===== src/rtl/pc_fetch_sequencer_pkg.sv =====
// Shared definitions for the instruction fetch sequencer: FSM encoding,
// default reset PC and legal instruction memory window.
package pc_fetch_sequencer_pkg;

  typedef enum logic [1:0] {
    ST_BOOT  = 2'd0,
    ST_REQ   = 2'd1,
    ST_HOLD  = 2'd2,
    ST_FAULT = 2'd3
  } fetch_state_e;

  localparam logic [31:0] DEF_RESET_PC = 32'h0000_3000;
  localparam logic [31:0] DEF_IMEM_LO  = 32'h0000_3000;
  localparam logic [31:0] DEF_IMEM_HI  = 32'h0000_4FFC;

  // A fetch address is legal when word aligned and inside [lo, hi].
  function automatic logic pc_legal(input logic [31:0] pc,
                                    input logic [31:0] lo,
                                    input logic [31:0] hi);
    return (pc[1:0] == 2'b00) && (pc >= lo) && (pc <= hi);
  endfunction

endpackage


===== src/rtl/pc_fetch_sequencer_skid.sv =====
// One-entry parking buffer for a fetched word (instruction + PC) that
// arrived while the IF/ID register was still occupied by a stalled instruction.
module fetch_skid_buf (
  input  logic        clk,
  input  logic        reset_n,
  input  logic        load,
  input  logic        drain,
  input  logic [31:0] load_instr,
  input  logic [31:0] load_pc,
  output logic        full,
  output logic [31:0] instr,
  output logic [31:0] pc
);

  logic        full_r;
  logic [31:0] instr_r;
  logic [31:0] pc_r;

  // Capture a word on load, release it on drain.
  always_ff @(posedge clk or negedge reset_n) begin
    if (!reset_n) begin
      full_r  <= 1'b0;
      instr_r <= 32'd0;
      pc_r    <= 32'd0;
    end else if (load) begin
      full_r  <= 1'b1;
      instr_r <= load_instr;
      pc_r    <= load_pc;
    end else if (drain) begin
      full_r  <= 1'b0;
    end else begin
      full_r  <= full_r;
    end
  end

  assign full  = full_r;
  assign instr = instr_r;
  assign pc    = pc_r;

endmodule


===== src/rtl/pc_fetch_sequencer.sv =====
// Program counter owner and instruction fetch sequencer. Issues one fetch
// at a time, fills IF/ID, parks a word in the skid buffer under ID stalls,
// applies delay-slot redirects and stops on an illegal fetch address.
module pc_fetch_sequencer
  import pc_fetch_sequencer_pkg::*;
#(
  parameter logic [31:0] RESET_PC = DEF_RESET_PC,
  parameter logic [31:0] IMEM_LO  = DEF_IMEM_LO,
  parameter logic [31:0] IMEM_HI  = DEF_IMEM_HI
) (
  input  logic        clk,
  input  logic        reset_n,
  input  logic        stall_d,
  input  logic        redirect,
  input  logic [31:0] redirect_pc,
  output logic        imem_req,
  output logic [31:0] imem_addr,
  input  logic        imem_ack,
  input  logic [31:0] imem_rdata,
  output logic        if_valid,
  output logic [31:0] if_instr,
  output logic [31:0] if_pc,
  output logic [31:0] if_pc4,
  output logic        fault,
  output logic [31:0] fault_pc
);

  fetch_state_e state_r, state_nxt_s;
  logic [31:0]  pc_r, pc_nxt_s, seq_pc_s;
  logic         pend_valid_r, pend_valid_nxt_s;
  logic [31:0]  pend_pc_r, pend_pc_nxt_s;
  logic         imem_req_r;
  logic         if_valid_r;
  logic [31:0]  if_instr_r, if_pc_r, if_pc4_r;
  logic         fault_r;
  logic [31:0]  fault_pc_r;

  logic         slot_free_s, accept_s;
  logic         ifid_load_s, ifid_from_skid_s, ifid_bubble_s;
  logic         skid_load_s, skid_drain_s, fault_set_s;
  logic         skid_full_s;
  logic [31:0]  skid_instr_s, skid_pc_s;

  assign slot_free_s = !if_valid_r || !stall_d;
  assign accept_s    = redirect && if_valid_r && !stall_d && !pend_valid_r;
  assign seq_pc_s    = pc_r + 32'd4;

  fetch_skid_buf u_skid (
    .clk        (clk),
    .reset_n    (reset_n),
    .load       (skid_load_s),
    .drain      (skid_drain_s),
    .load_instr (imem_rdata),
    .load_pc    (pc_r),
    .full       (skid_full_s),
    .instr      (skid_instr_s),
    .pc         (skid_pc_s)
  );

  // Next-state, next-PC and IF/ID / skid control decisions.
  always_comb begin
    state_nxt_s      = state_r;
    pc_nxt_s         = pc_r;
    pend_valid_nxt_s = pend_valid_r;
    pend_pc_nxt_s    = pend_pc_r;
    ifid_load_s      = 1'b0;
    ifid_from_skid_s = 1'b0;
    ifid_bubble_s    = 1'b0;
    skid_load_s      = 1'b0;
    skid_drain_s     = 1'b0;
    fault_set_s      = 1'b0;
    case (state_r)
      ST_BOOT: begin
        state_nxt_s = ST_REQ;
      end
      ST_REQ: begin
        if (imem_ack) begin
          // This ack is the delay slot when a redirect is pending or accepted now.
          if (accept_s) begin
            pc_nxt_s = redirect_pc;
          end else if (pend_valid_r) begin
            pc_nxt_s = pend_pc_r;
          end else begin
            pc_nxt_s = seq_pc_s;
          end
          pend_valid_nxt_s = 1'b0;
          if (slot_free_s) begin
            ifid_load_s = 1'b1;
          end else begin
            skid_load_s = 1'b1;
            state_nxt_s = ST_HOLD;
          end
        end else begin
          if (accept_s) begin
            pend_valid_nxt_s = 1'b1;
            pend_pc_nxt_s    = redirect_pc;
          end else begin
            pend_valid_nxt_s = pend_valid_r;
          end
          ifid_bubble_s = slot_free_s;
        end
      end
      ST_HOLD: begin
        if (!stall_d && skid_full_s) begin
          skid_drain_s     = 1'b1;
          ifid_load_s      = 1'b1;
          ifid_from_skid_s = 1'b1;
          state_nxt_s      = ST_REQ;
          // The parked word is the delay slot of a branch leaving ID now,
          // so the pc (already past it) is replaced by the target directly.
          if (accept_s) begin
            pc_nxt_s = redirect_pc;
          end else begin
            pc_nxt_s = pc_r;
          end
        end else begin
          state_nxt_s = ST_HOLD;
        end
      end
      ST_FAULT: begin
        ifid_bubble_s = slot_free_s;
      end
      default: begin
        state_nxt_s = ST_BOOT;
      end
    endcase
    // Never raise a request for an illegal address: divert to FAULT instead.
    if ((state_nxt_s == ST_REQ) && !pc_legal(pc_nxt_s, IMEM_LO, IMEM_HI)) begin
      state_nxt_s = ST_FAULT;
      fault_set_s = 1'b1;
    end else begin
      fault_set_s = 1'b0;
    end
  end

  // FSM state, program counter, pending redirect, request and fault registers.
  always_ff @(posedge clk or negedge reset_n) begin
    if (!reset_n) begin
      state_r      <= ST_BOOT;
      pc_r         <= RESET_PC;
      pend_valid_r <= 1'b0;
      pend_pc_r    <= 32'd0;
      imem_req_r   <= 1'b0;
      fault_r      <= 1'b0;
      fault_pc_r   <= 32'd0;
    end else begin
      state_r      <= state_nxt_s;
      pc_r         <= pc_nxt_s;
      pend_valid_r <= pend_valid_nxt_s;
      pend_pc_r    <= pend_pc_nxt_s;
      imem_req_r   <= (state_nxt_s == ST_REQ);
      if (fault_set_s) begin
        fault_r    <= 1'b1;
        fault_pc_r <= pc_nxt_s;
      end
    end
  end

  // IF/ID register: load from memory or skid, bubble when consumed, else hold.
  always_ff @(posedge clk or negedge reset_n) begin
    if (!reset_n) begin
      if_valid_r <= 1'b0;
      if_instr_r <= 32'd0;
      if_pc_r    <= 32'd0;
      if_pc4_r   <= 32'd0;
    end else if (ifid_load_s) begin
      if_valid_r <= 1'b1;
      if (ifid_from_skid_s) begin
        if_instr_r <= skid_instr_s;
        if_pc_r    <= skid_pc_s;
        if_pc4_r   <= skid_pc_s + 32'd4;
      end else begin
        if_instr_r <= imem_rdata;
        if_pc_r    <= pc_r;
        if_pc4_r   <= seq_pc_s;
      end
    end else if (ifid_bubble_s) begin
      if_valid_r <= 1'b0;
    end else begin
      if_valid_r <= if_valid_r;
    end
  end

  assign imem_req  = imem_req_r;
  assign imem_addr = pc_r;
  assign if_valid  = if_valid_r;
  assign if_instr  = if_instr_r;
  assign if_pc     = if_pc_r;
  assign if_pc4    = if_pc4_r;
  assign fault     = fault_r;
  assign fault_pc  = fault_pc_r;

endmodule


===== config.mk =====
export PLATFORM = sky130hd
export DESIGN_NAME = pc_fetch_sequencer
export DESIGN_NICKNAME = d
export VERILOG_FILES = /design/src/rtl/pc_fetch_sequencer_pkg.sv /design/src/rtl/pc_fetch_sequencer_skid.sv /design/src/rtl/pc_fetch_sequencer.sv
export SDC_FILE = /design/constraint.sdc
export NUM_CORES = 1
export LEC_CHECK = 0
export ABC_AREA = 1
export CAP_MARGIN = 20
export CORE_MARGIN = 1.5
export CORE_UTILIZATION = 35
export DETAILED_ROUTE_END_ITERATION = 16
export GPL_TIMING_DRIVEN = 0
export MAX_ROUTING_LAYER = met4
export SKIP_LAST_GASP = 1
export SYNTH_ARGS = -nofsm -noshare
export SYNTH_HDL_FRONTEND = slang
export SYNTH_HIERARCHICAL = 1
export SYNTH_SLANG_ARGS = --single-unit

===== constraint.sdc =====
create_clock -name clk -period 2.3 [get_ports clk]
set_clock_uncertainty 0.2 [all_clocks]
set_input_delay 0.345 -clock clk [delete_from_list [all_inputs] [get_ports clk]]
set_output_delay 0.345 -clock clk [all_outputs]
set_load 0.02 [all_outputs]

==> impl_metrics.tcl, run 1 <==
set metrics [dict create \
    status "complete, but fails checks" \
    violations "negative setup slack" \
    path_class "reg -> reg" \
    clkTransAtPathRegs_ns 0.06 \
    diodes 0 \
    rrSetupSlack_ns -0.56 \
    drv_slew 0 \
    synth_largest_area_cell "dfrtp_1" \
    synth_edf_count 0 \
    antenna_left 0 \
    gp_congestion 0.944 \
    clock.fmax_mhz 350 \
    synth_cell_types 52 \
    io_pins 232 \
    ir_drop_v 0.000579 \
    synth_common_cells "676 x nand2_1, 259 x dfrtp_1, 182 x nor2_1, 146 x inv_1, 104 x nand3_1" \
    crit_chain "nand2_4 > nor2_4 > inv_2 > o21ai_4 > nand3_2 > nand2_2 > nand2_2 > a21oi_2 > nand2_1 > nand2_2 > nand3_2 > nor2_2 > nand2_4 > nand2_8 > buf_8 > nand2_1" \
    synth_most_common_cell "nand2_1" \
    yosys_warnings 6 \
    critPathMaxStageDelay_ns 0.66 \
    crit_buf_inv 2 \
    yosysSeqAreaShare 0.480 \
    clkLatencyLatePin_ns 0.58 \
    htree_num_levels 1 \
    syn_nets 1904 \
    antenna_found_initial 0 \
    cts.sinks 261 \
    fin_crit_sh 1.24 \
    drtIter0Drc 1112 \
    critPathCaptureType "register" \
    cp.required_ns 2.56 \
    reg2reg_depth 16 \
    die_w_um 200 \
    worst_pin_slew_ns 0.698 \
    track_usage 0.260 \
    finalCriticalPeriod_ns 2.86 \
    grt_overflow 0 \
    drive_gt1_frac 0.199 \
    crit_path_end "state_r[1]$_DFF_PN0_" \
    tritoncts "built" \
    grt_setup_unrepaired "true" \
    r2r_start "imem_addr[12]$_DFF_PN1_" \
    cap_viol_max_count 0 \
    die_h_um 200 \
    multi_input_area_um2 6730 \
    initial_core_util 0.354 \
    place_area_um2 16700 \
    first_pass_iters 5 \
    synthDominantCellAreaShare 0.476 \
    cts_buffers 31 \
    path_depth 16 \
    core_area_um2 38500 \
    synthesis.area_um2 13600 \
    crit_start "imem_addr[12]$_DFF_PN1_" \
    synthArstFlopShare 1.00 \
    path_max_fanout 7 \
    ys_seq_elements 261 \
    vias 13900 \
    start_kind "register" \
    layout_setup_ws_ns -0.555 \
    slew_headroom 0.535 \
    hold_path_class "in -> async" \
    hpwl_um 37600 \
    crit_family "simple AND/OR/NAND/NOR gates" \
    grt_start_max_net_pins 119 \
    io_buffers 231 \
    grt_pass1_vias 13500 \
    slowest_stage "dfstp_2" \
    dieArea_um2 40100 \
    synthCells 1829 \
    wl_per_cell_um 19.2 \
    power_density_nw_per_um2 508 \
    ys.flop_type "dfrtp_1" \
    avgSynthCellArea_um2 7.44 \
    final-setup-viol-count 38 \
    rows 72 \
    drc 0 \
    worst_path_most_repeated_cell "nand2_2" \
    syn2layout_area_growth_pct 42.2 \
    detail_route.vias_per_cell 5.12 \
    final_util 0.503 \
    cellLeakagePower_nw 9.41 \
    timing.rr.end "state_r[1]$_DFF_PN0_" \
    cts.path.max_buffers 3 \
    regArea_um2 6580 \
    crit_arrival_ns 3.11 \
    fin_area_um2 19400 \
    hold_violations 0 \
    grt_pass1_wl_um 78800 \
    fillers 3774 \
    wirelength_um 52000 \
    final_nets 2246 \
    ctsRootBufferMaster "clkbuf_16" \
    synth.top_cells.by_area "dfrtp_1 48%, nand2_1 19%, nor2_1 5.0%" \
]
==> worst reg2reg max path, cell delays in order, from the launching register on <==
cell	delay (ns)
dfstp_2	0.66
nand2_4	0.11
nor2_4	0.19
inv_2	0.10
o21ai_4	0.16
nand3_2	0.13
nand2_2	0.09
nand2_2	0.06
a21oi_2	0.17
nand2_1	0.09
nand2_2	0.09
nand3_2	0.07
nor2_2	0.12
nand2_4	0.13
nand2_8	0.16
buf_8	0.14
nand2_1	0.06
==> through the flow <==
stage	std cells	setup WS, ns	hold WS [ns]	TNS, ns	power (mW)
detailed placement	2580	-1.23	0.0271	-185.27	4.98
global placement	2578	-11.92	0.253	-3019.85	4.97
global route	2714	-0.696	0.0251	-24.52	10.2
CTS	2693	-0.455	0.00275	-15.17	9.93
floorplan	1829	-0.142	-0.151	-4.50	4.71
finish	2714	-0.555	0.0101	-18.86	9.83
==> worst min-delay path by stage <==
| stage | start | end | slack, ns | depth (start not counted) |
|---|---|---|---|---|
| 3_5_place_dp | reset_n | fault_pc[23]$_DFFE_PN0P_ | 0.03 | 1 |
| 2_1_floorplan | reset_n | fault$_DFFE_PN0P_ | -0.15 | 0 |
| 3_3_place_gp | u_skid/instr[1]$_DFFE_PN0P_ | u_skid/instr[1]$_DFFE_PN0P_ | 0.25 | 2 |
| 6_report | reset_n | fault_pc[23]$_DFFE_PN0P_ | 0.01 | 2 |
| 5_1_grt | reset_n | fault_pc[23]$_DFFE_PN0P_ | 0.03 | 2 |
| 4_1_cts | reset_n | fault_pc[23]$_DFFE_PN0P_ | 0.003 | 2 |
==> per-layer routing <==
layer / part of all wire / GRT usage
met1: 0.43 / 0.339
met2: 0.46 / 0.406
met3: 0.070 / 0.0447
met4: 0.038 / 0.0947
met5: 0 / -
==> layout make-up <==
cell class                      instances  share of cell area
Clock inverter                         10             0.00582
Inverter                              154              0.0310
Buffer                                 94              0.0408
Multi-Input combinational cell       1318               0.348
Clock buffer                           48              0.0465
Tap cell                              518              0.0335
Sequential cell                       261               0.340
Timing Repair Buffer                  311               0.155
==> state kept, by name (all words and copies together) (netlist names) <==
register,cells
fault_pc,32
if_instr,32
if_pc,32
imem_addr,32
pend_pc_r,32
u_skid/instr,32
u_skid/pc,32
if_pc4,30
state_r,2
fault,1
if_valid,1
imem_req,1
pend_valid_r,1
u_skid/full,1
==> cells by family (layout without fill, tap and decap cells) <==
kind of cell    count (synthesis)  in the layout  synth area share
fa+ha+maj                       6              6           0.00552
buf+inv                       250            617            0.0804
simple gates                 1008           1008             0.296
mux                            10             10           0.00818
xor+xnor                       14             14           0.00901
flops                         261            261             0.480
compound gates                280            280             0.121
==> cell usage in the layout (no fill, tap or decap), types with 5 or more instances in the layout <==
cell / instances
o21ai_0: 92
a221oi_1: 5
nor2_1: 150
nand2_1: 622
nor2_2: 17
nand2_4: 12
buf_6: 24
clkbuf_8: 15
inv_2: 8
dlygate4sd2_1: 15
buf_2: 9
buf_8: 7
a31oi_1: 80
clkbuf_16: 32
xor2_1: 13
dfrtp_2: 33
nand3_1: 73
inv_1: 138
clkbuf_1: 18
nand3_2: 30
o2111ai_1: 6
clkdlybuf4s50_1: 208
o21ai_1: 5
nand4_1: 7
buf_4: 83
dfrtp_1: 226
a21oi_1: 56
clkinv_2: 5
dlymetal6s2s_1: 6
or2_2: 6
clkbuf_2: 19
a41oi_1: 7
nor2_4: 25
clkbuf_4: 12
mux2_2: 9
nor3_1: 7
nand2_2: 45
==> timing repair <==
item	4_1_cts	5_1_grt
pin swaps	23	30
hold buffers	1	0
endpoints found under the hold margin	259	0
cloned	1	1
buffers inserted	55	20
setup endpoints to repair	210	177
gates resized for setup	255	115
==> where the power goes <==
group	total, mW	leakage, nW	internal (mW)	switching [mW]
combinational	0.298	5.39	0.131	0.167
clock	4.94	0.491	2.90	2.03
sequential	4.60	3.54	4.59	0.00191
total	9.83	9.41	7.63	2.20
No activity file was read; power rests on OpenSTA's default activity.
==> run 2, diff against run 1 <==
--- a/config.mk
+++ b/config.mk
@@ -10,3 +10,3 @@
 export CORE_MARGIN = 1.5
-export CORE_UTILIZATION = 35
+export CORE_UTILIZATION = 25
 export DETAILED_ROUTE_END_ITERATION = 16
==> constraint.sdc (replaced) <==
create_clock -name clk -period 2.3 [get_ports clk]
set_clock_uncertainty 0.2 [all_clocks]
set_input_delay 0.46 -clock clk [delete_from_list [all_inputs] [get_ports clk]]
set_output_delay 0.46 -clock clk [all_outputs]
set_load 0.02 [all_outputs]
==> run 2 against run 1 <==
Against the previous run: the run still ends with negative setup slack left; cell count increased by 8.1%; register-to-register slack got worse by 0.02 ns; setup slack lost 0.022 ns; via count increased by 2.7%; utilization decreased by 11 points; non-clock buffer count increased by 42; critical path type unchanged.
==> impl_metrics.tcl, run 2 (same netlist as run 1, synthesis figures left out) <==
set metrics [dict create \
    status "complete, but fails checks" \
    violations "negative setup slack" \
    wl_per_cell_um 20.3 \
    cts.path.max_buffers 3 \
    ir_drop_v 0.000626 \
    crit_chain "ha_4 > nand3_1 > nor2_4 > nand4_1 > nand2_1 > o21ai_0 > nand2_1 > nand2_1 > nand2_1 > nand2_1 > nor2_1 > nand2_1 > nor2_4 > nand2_8 > nand2_8 > clkbuf_16 > nand2_2 > nand2_1" \
    final-setup-viol-count 126 \
    ctsRootBufferMaster "clkbuf_16" \
    gp_congestion 0.901 \
    start_kind "register" \
    multi_input_area_um2 7400 \
    antenna_found_initial 2 \
    vias 14300 \
    first_pass_iters 6 \
    detail_route.vias_per_cell 4.87 \
    path_max_fanout 7 \
    cts.sinks 261 \
    hold_ws_ns 0.163 \
    cellLeakagePower_nw 11.0 \
    cts_buffers 31 \
    pre_cts_slack_ns -1.42 \
    grt_overflow 0 \
    io_buffers 231 \
    timing.rr.end "fault_pc[19]$_DFFE_PN0P_" \
    die_h_um 236 \
    reg2reg_depth 18 \
    clkTransAtPathRegs_ns 0.06 \
    core_area_um2 53800 \
    layout_commonest_cell "nand2_1" \
    cap_viol_max_count 0 \
    clock.fmax_mhz 348 \
    io_pins 232 \
    grt_pass1_vias 13900 \
    rrSetupSlack_ns -0.58 \
    place_area_um2 16900 \
    finalCriticalPeriod_ns 2.88 \
    slowest_stage "dfrtp_2" \
    grt_setup_unrepaired "true" \
    wirelength_um 59600 \
    antenna_left 0 \
    slew_headroom 0.545 \
    drc 0 \
    drive_gt1_frac 0.252 \
    hold_path_class "in -> async" \
    rows 85 \
    initial_core_util 0.253 \
    critPathMaxStageDelay_ns 0.43 \
    drtIter0Drc 1288 \
    critPathCaptureType "register" \
    final_nets 2288 \
    power_density_nw_per_um2 490 \
    syn2layout_area_growth_pct 56.2 \
    fillers 5401 \
    crit_arrival_ns 3.22 \
    final_cell_mix "623 x nand2_1, 225 x dfrtp_1, 159 x clkdlybuf4s50_1, 137 x inv_1, 105 x buf_4" \
    worst_pin_slew_ns 0.682 \
    fin_area_um2 21300 \
    hold_violations 0 \
    htree_num_levels 1 \
    regArea_um2 6580 \
    tritoncts "built" \
    grt_pass1_wl_um 85900 \
    dieArea_um2 55900 \
    hpwl_um 42200 \
    cp.required_ns 2.64 \
    fin_crit_sh 1.25 \
    worst_path_most_repeated_cell "nand2_1" \
    grt_start_max_net_pins 118 \
    clkLatencyLatePin_ns 0.61 \
    layout_setup_ws_ns -0.578 \
    drv_slew 0 \
    track_usage 0.206 \
    die_w_um 236 \
    r2r_start "imem_addr[2]$_DFF_PN0_" \
    path_class "reg -> reg" \
]
-- run 2: timing repair --
action / CTS / global route
pin swaps: 26 / 39
hold buffers: 1 / 0
hold endpoints to repair: 42 / 0
setup endpoints to repair: 249 / 240
setup buffers: 65 / 41
gates cloned: 1 / 12
gates resized for setup: 252 / 366
-- run 2: worst max-delay path, delay by kind of cell, from the launching register on --
kind / cells / cell delay, ns
AOI/OAI and AO/OA: 1 / 0.11
DFF: 1 / 0.43
and+or+nand+nor: 15 / 1.70
adders and majority gates: 1 / 0.17
buffers and inverters: 1 / 0.17
-- run 2: final cells by class --
cell class	instances	share of cell area
inverters	154	0.0286
well taps	696	0.0410
flip-flops and latches	261	0.309
clock buffers	42	0.0403
plain buffers	94	0.0448
diodes	2	0.000235
clock inverters	13	0.0121
repair buffers	353	0.175
multi-input cells	1318	0.348
-- run 2: power by group --
part           internal [mW]  total, mW  switching [mW]
logic                  0.130      0.303           0.172
clock network           3.38       5.51            2.13
registers               4.59       4.60         0.00269
-- run 2: worst max path at each step --
stage	from	to	slack [ns]	cells past startpoint
2_1_floorplan	imem_addr[12]$_DFF_PN1_	state_r[1]$_DFF_PN0_	-0.14	18
3_3_place_gp	reset_n	imem_addr[11]$_DFF_PN0_	-12.04	1
3_5_place_dp	stall_d	if_pc[24]$_DFFE_PN0P_	-1.42	8
4_1_cts	if_valid$_DFFE_PN0P_	pend_pc_r[13]$_DFFE_PN0P_	-0.53	10
5_1_grt	imem_addr[12]$_DFF_PN1_	fault_pc[23]$_DFFE_PN0P_	-0.73	19
6_report	imem_addr[2]$_DFF_PN0_	fault_pc[19]$_DFFE_PN0P_	-0.58	18
-- run 2: metrics by stage --
stage | total power [mW] | setup TNS, ns | utilization | cells
global placement | 4.96 | -3083.76 | 0.314 | 2756
finish | 10.4 | -25.15 | 0.395 | 2933
floorplan | 4.71 | -4.50 | - | 1829
global route | 10.7 | -34.77 | 0.395 | 2933
CTS | 10.5 | -40.33 | 0.361 | 2880
detailed placement | 4.97 | -221.38 | 0.315 | 2758
-- run 2: routing by layer --
layer / track usage / wire length [um] / vias to the layer above
met2: 0.335 / 28600 / 565
met3: 0.0249 / 3160 / 117
met5: - / 0 / -
met1: 0.269 / 25900 / 6901
met4: 0.0633 / 1980 / 0
li1: - / - / 6694
==> run 3, diff against run 2 <==
CORE_MARGIN = unset   (was 1.5)
==> run 3 against run 2 <==
Against the previous run: the run still ends with negative setup slack left; sequential share of layout area increased by 1.8 points; via count decreased by 0.81%; register-to-register slack got worse by 0.02 ns; combinational power about the same; non-clock buffer count decreased by 16; clock-buffer cell count increased by 4; power decreased by 2.0%; maximum frequency decreased by 0.79%; sequential power about the same; critical path depth unchanged; global-route usage increased by 0.17 points; critical path type unchanged.
==> impl_metrics.tcl, run 3 (same netlist as run 1, synthesis figures left out) <==
set metrics [dict create \
    status "complete, but fails checks" \
    violations "negative setup slack" \
    setup_tns_ns -21.33 \
    pre_cts_slack_ns -1.37 \
    grt_start_max_net_pins 114 \
    grt_setup_unrepaired "true" \
    first_pass_iters 6 \
    cellLeakagePower_nw 9.94 \
    r2r_start "imem_addr[13]$_DFF_PN1_" \
    ir_drop_v 0.000568 \
    rows 85 \
    antenna_left 0 \
    drv_slew 0 \
    final_cell_mix "593 x nand2_1, 226 x dfrtp_1, 154 x clkdlybuf4s50_1, 148 x nor2_1, 135 x inv_1" \
    slowest_stage "dfstp_4" \
    instances_no_fill 2921 \
    io_pins 232 \
    track_usage 0.208 \
    wl_per_cell_um 19.9 \
    vias 14200 \
    fin_area_um2 20100 \
    worst_path_most_repeated_cell "nand2_1" \
    cp.required_ns 2.58 \
    cts_buffers 31 \
    drc 0 \
    grt_overflow 0 \
    fin_crit_sh 1.26 \
    clock.fmax_mhz 345 \
    layout_commonest_cell "nand2_1" \
    path_max_fanout 7 \
    crit_chain "nand2_4 > nor2_4 > nand2_4 > o21ai_1 > nand3_2 > nand2_1 > nand2_1 > nand2_1 > nand2_2 > nand3_2 > nor2_1 > nand2_1 > nor2_2 > nand2_4 > nand2_8 > clkbuf_16 > nand2_2 > nand2_1" \
    finalCriticalPeriod_ns 2.90 \
    layout_setup_ws_ns -0.601 \
    worst_pin_slew_ns 0.575 \
    clkTransAtPathRegs_ns 0.06 \
    critPathCaptureType "register" \
    cap_viol_max_count 0 \
    hold_path_class "in -> async" \
    start_kind "register" \
    gp_congestion 0.890 \
    crit_buf_inv 1 \
    crit_start "imem_addr[13]$_DFF_PN1_" \
    antenna_found_initial 3 \
    core_area_um2 53800 \
    tritoncts "built" \
    grt_pass1_vias 13600 \
    die_w_um 235 \
    io_buffers 231 \
    critPathMaxStageDelay_ns 0.69 \
    htree_num_levels 1 \
    power_density_nw_per_um2 507 \
    clkLatencyLatePin_ns 0.60 \
    ctsRootBufferMaster "clkbuf_16" \
    crit_arrival_ns 3.18 \
    die_h_um 235 \
    dp_cells 2758 \
    drtIter0Drc 1360 \
    hold_ws_ns 0.176 \
    grt_pass1_wl_um 85700 \
    final-setup-viol-count 47 \
    hpwl_um 41800 \
    syn2layout_area_growth_pct 47.8 \
    crit_family "simple AND/OR/NAND/NOR gates" \
    cts.sinks 261 \
    slew_headroom 0.616 \
    place_area_um2 16900 \
    hold_violations 0 \
    detail_route.vias_per_cell 4.85 \
    wirelength_um 58000 \
    initial_core_util 0.253 \
    path_class "reg -> reg" \
    cts.path.max_buffers 3 \
    dieArea_um2 55400 \
    drive_gt1_frac 0.230 \
    final_nets 2272 \
]
run 3: power breakdown:
group / internal (mW) / leakage (nW) / switching (mW)
Sequential: 4.59 / 3.54 / 0.00236
Combinational: 0.135 / 5.86 / 0.170
Clock: 3.18 / 0.539 / 2.13
Total: 7.90 / 9.94 / 2.30
run 3: worst reg2reg max path: stages, from the launching register on:
cell and delay (ns):
dfstp_4 0.69, nand2_4 0.09, nor2_4 0.21, nand2_4 0.10, o21ai_1 0.24, nand3_2 0.16, nand2_1 0.10, nand2_1 0.05
nand2_1 0.06, nand2_2 0.06, nand3_2 0.07, nor2_1 0.04, nand2_1 0.07, nor2_2 0.05, nand2_4 0.15, nand2_8 0.14
clkbuf_16 0.20, nand2_2 0.06, nand2_1 0.05
run 3: what timing repair did:
action                                 4_1_cts  5_1_grt
pin swaps                                   17       48
buffers inserted                            69       30
hold buffers                                 1        0
endpoints found under the hold margin       52        0
gates resized for setup                    325      182
setup endpoints to repair                  265      172
cloned                                       1        3
run 3: area by class of cell:
cell class                      count  area [um^2]
Clock buffer                       46          942
Multi-Input combinational cell   1318         6930
Buffer                             96          847
Tap cell                          696          871
Antenna cell                        3         7.51
Inverter                          154          606
Sequential cell                   261         6580
Fill cell                        5470        33700
Clock inverter                     12          165
Timing Repair Buffer              335         3170
run 3: worst paths after layout:
path                                                     end  slack [ns]  depth (start not counted)
worst max-delay path                fault_pc[30]$_DFFE_PN0P_       -0.60                         18
worst min-delay path            u_skid/instr[25]$_DFFE_PN0P_        0.18                          2
worst max register to register      fault_pc[30]$_DFFE_PN0P_       -0.60                         18
worst min register to register             fault$_DFFE_PN0P_        0.27                          2
max in group asynchronous           u_skid/pc[5]$_DFFE_PN0P_        0.42                          4
min in group clk                 u_skid/instr[1]$_DFFE_PN0P_        0.24                          3
run 3: per-stage QoR:
step,total power [mW],utilization
2_1_floorplan,4.71,-
3_3_place_gp,4.97,0.314
3_5_place_dp,4.98,0.315
4_1_cts,10.3,0.358
5_1_grt,10.5,0.374
6_report,10.2,0.374
run 3: routing by layer:
metal,GRT usage,part of all wire
met5,-,0
met4,0.0557,0.031
met3,0.0235,0.056
met2,0.335,0.47
met1,0.277,0.44
